**config.mk**
```make
export PLATFORM = sky130hd
export DESIGN_NAME = simple_bus_arbiter
export DESIGN_NICKNAME = d
export VERILOG_FILES = /design/src/rtl/simple_bus_arbiter.sv
export SDC_FILE = /design/constraint.sdc
export NUM_CORES = 1
export LEC_CHECK = 0
export ABC_AREA = 1
export BUFFER_PORTS_ARGS = -buffer_cell sky130_fd_sc_hd__buf_2
export CAP_MARGIN = 10
export CORE_AREA = 3 3 158 160
export DETAILED_ROUTE_END_ITERATION = 10
export DIE_AREA = 0 0 161 163
export PLACE_DENSITY = 0.65
export SYNTH_ARGS = -nofsm -noshare
export SYNTH_HDL_FRONTEND = slang
export SYNTH_SLANG_ARGS = --single-unit
```
**constraint.sdc**
```tcl
create_clock -name clk -period 1.9 [get_ports clk]
set_clock_uncertainty 0.2 [all_clocks]
set_input_delay 0.38 -clock clk [delete_from_list [all_inputs] [get_ports clk]]
set_output_delay 0.38 -clock clk [all_outputs]
set_load 0.03 [all_outputs]
```
**src/rtl/simple_bus_arbiter.sv**
```systemverilog
// rtl/simple_bus_arbiter.sv - round-robin arbiter/sequencer sharing one single-beat bus slave; ARB_TIMEOUT_EN adds an m_ready timeout
module simple_bus_arbiter #(
  parameter int N_REQ          = 4,
  parameter int AW             = 32,
  parameter int DW             = 32,
  parameter int RD_LAT         = 1,
  parameter int TIMEOUT_CYCLES = 16
) (
  input  logic                  clk,
  input  logic                  rst,
  input  logic [N_REQ-1:0]      req_valid,
  output logic [N_REQ-1:0]      req_ready,
  input  logic [N_REQ-1:0]      req_we,
  input  logic [N_REQ*AW-1:0]   req_addr,
  input  logic [N_REQ*DW-1:0]   req_wdata,
  output logic [N_REQ-1:0]      rsp_valid,
  output logic [DW-1:0]         rsp_rdata,
  output logic                  rsp_err,
  output logic                  m_valid,
  input  logic                  m_ready,
  output logic                  m_we,
  output logic [AW-1:0]         m_addr,
  output logic [DW-1:0]         m_wdata,
  input  logic [DW-1:0]         m_rdata
);

  localparam int IW = (N_REQ > 1) ? $clog2(N_REQ) : 1;
  localparam int LW = (RD_LAT > 1) ? $clog2(RD_LAT + 1) : 1;

  localparam logic [1:0] IDLE  = 2'd0;
  localparam logic [1:0] ISSUE = 2'd1;
  localparam logic [1:0] WAIT  = 2'd2;
  localparam logic [1:0] RESP  = 2'd3;

  logic [1:0]    state;
  logic [IW-1:0] last_grant;
  logic [IW-1:0] owner;
  logic [IW-1:0] grant_idx;
  logic [IW-1:0] cand;
  logic          grant_found;
  logic [LW-1:0] wait_cnt;

  logic accept;
  logic handshake;
  logic wait_done;
  logic rd_capture;
  logic timeout_hit;

  // Round-robin search: first asserted req_valid above the last grant, wrapping
  always_comb begin
    grant_found = 1'b0;
    grant_idx   = last_grant;
    cand        = '0;
    for (int k = 1; k <= N_REQ; k++) begin
      cand = IW'((int'(last_grant) + k) % N_REQ);
      if (!grant_found && req_valid[cand]) begin
        grant_found = 1'b1;
        grant_idx   = cand;
      end
    end
  end

  assign accept    = (state == IDLE) && grant_found;
  assign handshake = (state == ISSUE) && m_valid && m_ready;
  assign wait_done = (state == WAIT) && (wait_cnt == LW'(RD_LAT));
  // Read data is taken in the handshake cycle itself only when the slave is combinational
  assign rd_capture = (handshake && !m_we && (RD_LAT == 0)) || wait_done;

`ifdef ARB_TIMEOUT_EN
  localparam int TW = $clog2(TIMEOUT_CYCLES + 1);

  logic [TW-1:0] to_cnt;
  logic          to_resp;

  assign timeout_hit = (state == ISSUE) && m_valid && !m_ready &&
                       (to_cnt == TW'(TIMEOUT_CYCLES - 1));
  assign to_resp     = (handshake && (m_we || (RD_LAT == 0))) || wait_done || timeout_hit;

  // Stall counter: cycles m_valid has been refused, restarted for every new transaction
  always_ff @(posedge clk) begin
    if (rst) begin
      to_cnt <= '0;
    end else if (accept) begin
      to_cnt <= '0;
    end else if ((state == ISSUE) && m_valid && !m_ready) begin
      to_cnt <= to_cnt + TW'(1);
    end
  end

  // Error flag is refreshed with every response and held until the next one
  always_ff @(posedge clk) begin
    if (rst) begin
      rsp_err <= 1'b0;
    end else if (to_resp) begin
      rsp_err <= timeout_hit;
    end
  end
`else
  assign timeout_hit = 1'b0;
  assign rsp_err     = 1'b0;
`endif

  // Transaction sequencer: one request in flight from accept to response
  always_ff @(posedge clk) begin
    if (rst) begin
      state <= IDLE;
    end else begin
      case (state)
        IDLE: begin
          if (accept) state <= ISSUE;
        end
        ISSUE: begin
          if (handshake) begin
            state <= (m_we || (RD_LAT == 0)) ? RESP : WAIT;
          end else if (timeout_hit) begin
            state <= RESP;
          end
        end
        WAIT: begin
          if (wait_done) state <= RESP;
        end
        RESP: begin
          state <= IDLE;
        end
        default: begin
          state <= IDLE;
        end
      endcase
    end
  end

  // Last-grant pointer; reset value puts requester 0 first in line
  always_ff @(posedge clk) begin
    if (rst) begin
      last_grant <= IW'(N_REQ - 1);
    end else if (accept) begin
      last_grant <= grant_idx;
    end
  end

  // Latch the winning request; these registers drive the downstream fields directly
  always_ff @(posedge clk) begin
    if (rst) begin
      owner   <= '0;
      m_we    <= 1'b0;
      m_addr  <= '0;
      m_wdata <= '0;
    end else if (accept) begin
      owner   <= grant_idx;
      m_we    <= req_we[grant_idx];
      m_addr  <= req_addr[int'(grant_idx)*AW +: AW];
      m_wdata <= req_wdata[int'(grant_idx)*DW +: DW];
    end
  end

  // Downstream valid: raised after accept, dropped after handshake or timeout
  always_ff @(posedge clk) begin
    if (rst) begin
      m_valid <= 1'b0;
    end else if (accept) begin
      m_valid <= 1'b1;
    end else if (handshake || timeout_hit) begin
      m_valid <= 1'b0;
    end
  end

  // Read-latency counter: value k during the k-th cycle after the handshake
  always_ff @(posedge clk) begin
    if (rst) begin
      wait_cnt <= '0;
    end else if (handshake) begin
      wait_cnt <= LW'(1);
    end else if ((state == WAIT) && !wait_done) begin
      wait_cnt <= wait_cnt + LW'(1);
    end
  end

  // Response data: loaded on the way into RESP and held until the next response
  always_ff @(posedge clk) begin
    if (rst) begin
      rsp_rdata <= '0;
    end else if (rd_capture) begin
      rsp_rdata <= m_rdata;
    end else if ((handshake && m_we) || timeout_hit) begin
      rsp_rdata <= '0;
    end
  end

  // Accept strobe is combinational in IDLE so the requester sees it in the grant cycle
  always_comb begin
    req_ready = '0;
    if (accept && !rst) req_ready[grant_idx] = 1'b1;
  end

  // One-cycle response pulse to the owner of the finished transaction
  always_comb begin
    rsp_valid = '0;
    if ((state == RESP) && !rst) rsp_valid[owner] = 1'b1;
  end

endmodule

```
# Word level (Yosys, flattened, before mapping)
# Index checks and enable logic that the tools add are counted.
[word_totals] regBits=105 inputBits=299 out_inout_bits=107
[classes] n_addsub=5 n_lt_le_gt_ge=8 eq_ne=6 n_shift=2 muxes=35 n_reduce_logical=23
[ops] cell="variable part select 128 x 8 -> 32 bit" n=2
[ops] cell="2-to-1 mux 32 bit" n=2
[ops] cell="less-than comparator 2 x 3 -> 1 bit, second input constant" n=6
[ops] cell="2-to-1 mux 1 bit" n=16
[ops] cell="2-to-1 mux 2 bit" n=7
[ops] cell="logical AND 1 bit" n=13
[ops] cell="binary-select mux 1 bit (select 2 bit)" n=5
[ops] cell="2-to-1 mux 4 bit" n=2
[ops] cell="case mux 2 bit (4 select lines)" n=1
[ops] cell="!= test 2 bit, second input constant" n=3
[ops] cell="nonzero test 2 bit" n=3
[ops] cell="zero test 1 bit" n=5
[ops] cell="adder 2 x 1 -> 2 bit, second input constant" n=2
[ops] cell="adder 2 bit, second input constant" n=2
[ops] cell="demux 1 bit (select 2 bit)" n=2
[ops] cell="== test 2 bit, second input constant" n=2
[ops] cell=">= comparator 2 x 1 -> 1 bit, second input constant" n=2
[ops] cell="AND reduction 3 bit" n=1
[ops] cell="== test 2 x 1 -> 1 bit, second input constant" n=1
[ops] cell="zero test 2 bit" n=1
[ops] cell="adder 1 bit, second input constant" n=1

# Depth between registers and ports, before layout
[depth] depth_word=18 ltp_mapped=15

# Worst setup path after synthesis
# No wires, ideal clock.
[synth_timing] kind="register -> output" start="reg last_grant[0]" end="out req_ready[0]" arrival_time_ns=2.042 t_required_ns=1.320 setup_slack_ns=-0.722 stages_incl_launch_ff=13 path_buffers=2 path_cell_list="dfxtp_1 -> buf_4 -> nand2_1 -> nand2_1 -> nand2_2 -> nand2_2 -> nor2_2 -> nand3b_1 -> nand2_2 -> nor2_4 -> buf_4 -> inv_1 -> nor3_1"
[synth_via] elab_chain_cells=18 elab_cells_between_ends=34 cone_classes="4 x add/sub; 2 x order compare; 19 x mux; 9 x reduce/logical"
[synth_lines] element="from (decl)" line_no="36" text="logic [IW-1:0] last_grant;"
[synth_lines] element="from (signal assigned)" line_no="135" text="last_grant <= IW'(N_REQ - 1);"
[synth_lines] element="from (signal assigned)" line_no="137" text="last_grant <= grant_idx;"
[synth_lines] element="adder 2 x 1 -> 2 bit" line_no="55" text="cand = IW'((int'(last_grant) + k) % N_REQ);"
[synth_lines] element="binary-select mux 1 bit (select 2 bit)" line_no="56" text="if (!grant_found && req_valid[cand]) begin"
[synth_lines] element="2-to-1 mux 1 bit (not written as such)" line_no="56"
[synth_lines] element="2-to-1 mux 1 bit" line_no="56"
[synth_lines] element="zero test 1 bit" line_no="56"
[synth_lines] element="logical AND 1 bit" line_no="56"
[synth_lines] element="2-to-1 mux 1 bit" line_no="56"
[synth_lines] element="zero test 1 bit" line_no="56"
[synth_lines] element="(+2 left out)"
[synth_lines] element="zero test 1 bit" line_no="56"
[synth_lines] element="logical AND 1 bit" line_no="56"
[synth_lines] element="2-to-1 mux 2 bit" line_no="56"
[synth_lines] element="less-than comparator 2 x 3 -> 1 bit (not written as such) / >= comparator 2 x 1 -> 1 bit (equally long branches)" line_no="192" text="if (accept && !rst) req_ready[grant_idx] = 1'b1;"
[synth_lines] element="logical AND 1 bit (not written as such)" line_no="192"
[synth_lines] element="2-to-1 mux 1 bit (not written as such)" line_no="192"
[synth_lines] element="demux 1 bit (select 2 bit)" line_no="192"
[synth_lines] element="2-to-1 mux 4 bit (*)" line_no="192"
[synth_lines] element="to (decl)" line_no="12" text="output logic [N_REQ-1:0] req_ready,"
# Every way passes the cells marked *; elsewhere a longest branch is shown, timed or not. The select of a mux whose other input is x is not followed.

# Worst setup path in the final report
[layout_timing] start="reg last_grant[0]" end="out req_ready[3]"
# Same word-level chain as after synthesis.

==> impl_metrics.toml <==
[finish]
area_growth_pct = 65.7
drive_above_1_share = 0.442
fin_nets = 1729
final_cell_mix = "nand3_1, buf_2, nand2_1, dfxtp_1, buf_4"
multiInputGateArea_um2 = 4190
seq_area_um2 = 2110
n_fill_cell = 2449
final_common_cell = "nand3_1"

[cts]
ctsHoldBuffers = 0
cts_tree = "built"
clk_latency_ns = 0.35
clock-root-buffer = "clkbuf_16"
htree_levels = 3
cts_buffers = 9
path_clk_slew_ns = 0.08
clock-sinks = 105
cts_buffer_depth = 2

[drt]
remaining_drc_errors = 0
m1WireLength_mm = 13.3
post_drt_wl_per_cell_um = 18.4
dr_wl_met2_mm = 15.4
drt-initial-drc-count = 825
wl_mm = 32.3
firstDrtPassIters = 5
met3_length_mm = 2.49
routed.top_layer = "met5"
drtAntennaViolNets = 0
viasPerCell = 5.14
dr_total_vias = 9040

[power]
p_switching_mw = 11.1
power_frac_comb = 0.762
swShare = 0.501
power_density_nw_per_um2 = 2080
p_int_mw = 11.0
pwr-share-clk = 0.093
power.total_mw = 22.1
p_leak_nw = 5.39
p_seq_frac = 0.145
peakVddDrop_uv = 1210

[flow_run]
drv_cap = 0

[sta]
setup_tns_ns = -36.90
finalWorstSetupSlack_ns = -0.787
hold_viol = 0
min_period_ns = 2.69
slew_violations = 0
grt_setup_unrepaired = "true"
finalSetupViolations = 75
fin_crit_sh = 1.41
max_freq_ghz = 0.372

[die]
die_h_um = 163
std_cell_rows = 56
die_area_um2 = 26200
die_w_um = 161
initial_core_util = 0.273
core-area_um2 = 23500
ios = 406

[global_routing]
grt_usage = 0.218
grt_max_degree = 53
grt_pass1_wl_mm = 45.4
antenna_found_initial = 11
grt.overflow.total = 0
grt_pass1_vias = 8150

[placed_design]
port_buffers = 404
hpwlAfterDp_mm = 22.6
finalWeightedCongestion = 0.936

[logic_synthesis]
ys_seq_area_frac = 0.327
synthTopCellsByArea = "nand3_1, dfxtp_1, nand2_1"
synth_seq_cells = 105
netlist_area_um2 = 6420
netlist.area_leader.share = 0.362
syn_area_per_cell_um2 = 6.44
synth_fp_nets = 1300
yosysUniqueCellTypes = 27
synthCells = 997
synth_top_area_cell = "nand3_1"
yosysWarnings = 0

[worst_setup_path]
critPathTopFamily = "simple AND/OR/NAND/NOR gates"
crit_path_end_kind = "output port"
crit_slowest_cell = "dfxtp_4"
cp_data_required_time_ns = 1.32
slowest_delay_ns = 0.41
path_cells = "buf_6 > nand2_4 > nand2_2 > nand2_2 > nand2_2 > nor2_4 > nand3b_1 > nand2_2 > nor2_4 > clkinvlp_4 > nor3_4 > buf_6"
critPathKind = "reg2out"
path_buf_inv = 3
path_common_cell = "nand2_2"
critPathLaunchType = "flop"
worstPathArrival_ns = 2.11
critical_path.max_fanout = 6

[worst_hold_path]
min_path_type = "in2reg"

[outcome]
status = "finished with violations"
violations = "negative setup slack"
cell families (layout without fill, tap and decap cells):
kind of cell | count (synthesis) | count (layout) | share of synthesized area
AO/OA/AOI/OAI | 46 | 46 | 0.0378
AND/OR/NAND/NOR | 727 | 727 | 0.526
flip-flops | 105 | 105 | 0.327
buffers and inverters | 114 | 548 | 0.100
other | 1 | 9 | 0.000584
adder cells (fa/ha/maj) | 4 | 4 | 0.00780
state kept, by name, indices dropped and copies added, names as in the netlist:
signal	flops
wait_cnt	1
m_we	1
owner	2
m_valid	1
state	2
rsp_rdata	32
last_grant	2
m_addr	32
m_wdata	32
cell usage after synthesis:
master      n
nand3b_1    1
nand2b_1    1
nand2_2    11
buf_6      10
nand4_1     1
a311o_1     1
a22oi_1     2
conb_1      1
nand3_2     2
nand2_1   235
buf_4      25
nor2_1      2
nand3_1   464
o21ai_1     1
inv_2       5
buf_2      37
clkbuf_1   15
o21ai_0     2
inv_1      12
nor3_1      8
nor2_2      1
dfxtp_1   105
ha_1        4
buf_1      10
nor2_4      1
a21oi_1    38
o22ai_1     2
stage by stage:
stage | util | instances | hold slack (ns) | cell area, µm² | setup WS (ns)
finish | 0.452 | 1758 | 0.0917 | 10600 | -0.787
global route | 0.452 | 1758 | 0.0722 | 10600 | -0.932
CTS | 0.419 | 1731 | 0.0699 | 9860 | -0.751
detailed placement | 0.393 | 1708 | 0.234 | 9240 | -0.518
global placement | 0.393 | 1708 | 0.232 | 9240 | -0.471
floorplan | - | 997 | 0.272 | 6490 | -0.413
worst register-to-register path: cells and delay by family (launching register included):
kind,cells,cell delay (ns)
AO/OA/AOI/OAI,2,0.27
buffers and inverters,7,0.89
flip-flops,1,0.38
AND/OR/NAND/NOR,8,0.70
timing repair:
item | in CTS | in global routing
buffers inserted | 4 | 13
pin swaps | 1 | 37
endpoints found under the setup margin | 77 | 79
gates cloned | 3 | 8
resized for setup | 47 | 109
metal layers:
metal / vias up / track usage
met3: 76 / 0.0549
li1: 4306 / -
met1: 4210 / 0.279
met5: - / 0
met4: 6 / 0.0970
met2: 442 / 0.348
power by group through the flow:
stage	clock (mW)	combinational [mW]	sequential, mW
2_1_floorplan	0	7.64	4.16
6_report	2.05	16.8	3.20
3_5_place_dp	0	13.0	3.21
5_1_grt	2.21	18.1	3.26
3_3_place_gp	0	12.9	3.20
4_1_cts	2.13	14.1	3.17
final timing paths:
check | endpoint | cells past startpoint | from | slack, ns
max | req_ready[3] | 12 | last_grant[0] | -0.79
min | rsp_rdata[17] | 3 | m_rdata[17] | 0.09
max reg2reg | m_addr[6] | 17 | last_grant[0] | -0.63
min reg2reg | m_wdata[18] | 2 | m_wdata[18] | 0.25
area by class of cell:
type,count,area share
Clock buffer,10,0.0225
Sequential cell,105,0.199
Tap cell,319,0.0375
Multi-Input combinational cell,778,0.394
Clock inverter,6,0.00812
Timing Repair Buffer,515,0.330
Antenna cell,8,0.00188
Inverter,17,0.00753
Note: power is estimated with default switching activity, not from simulation.
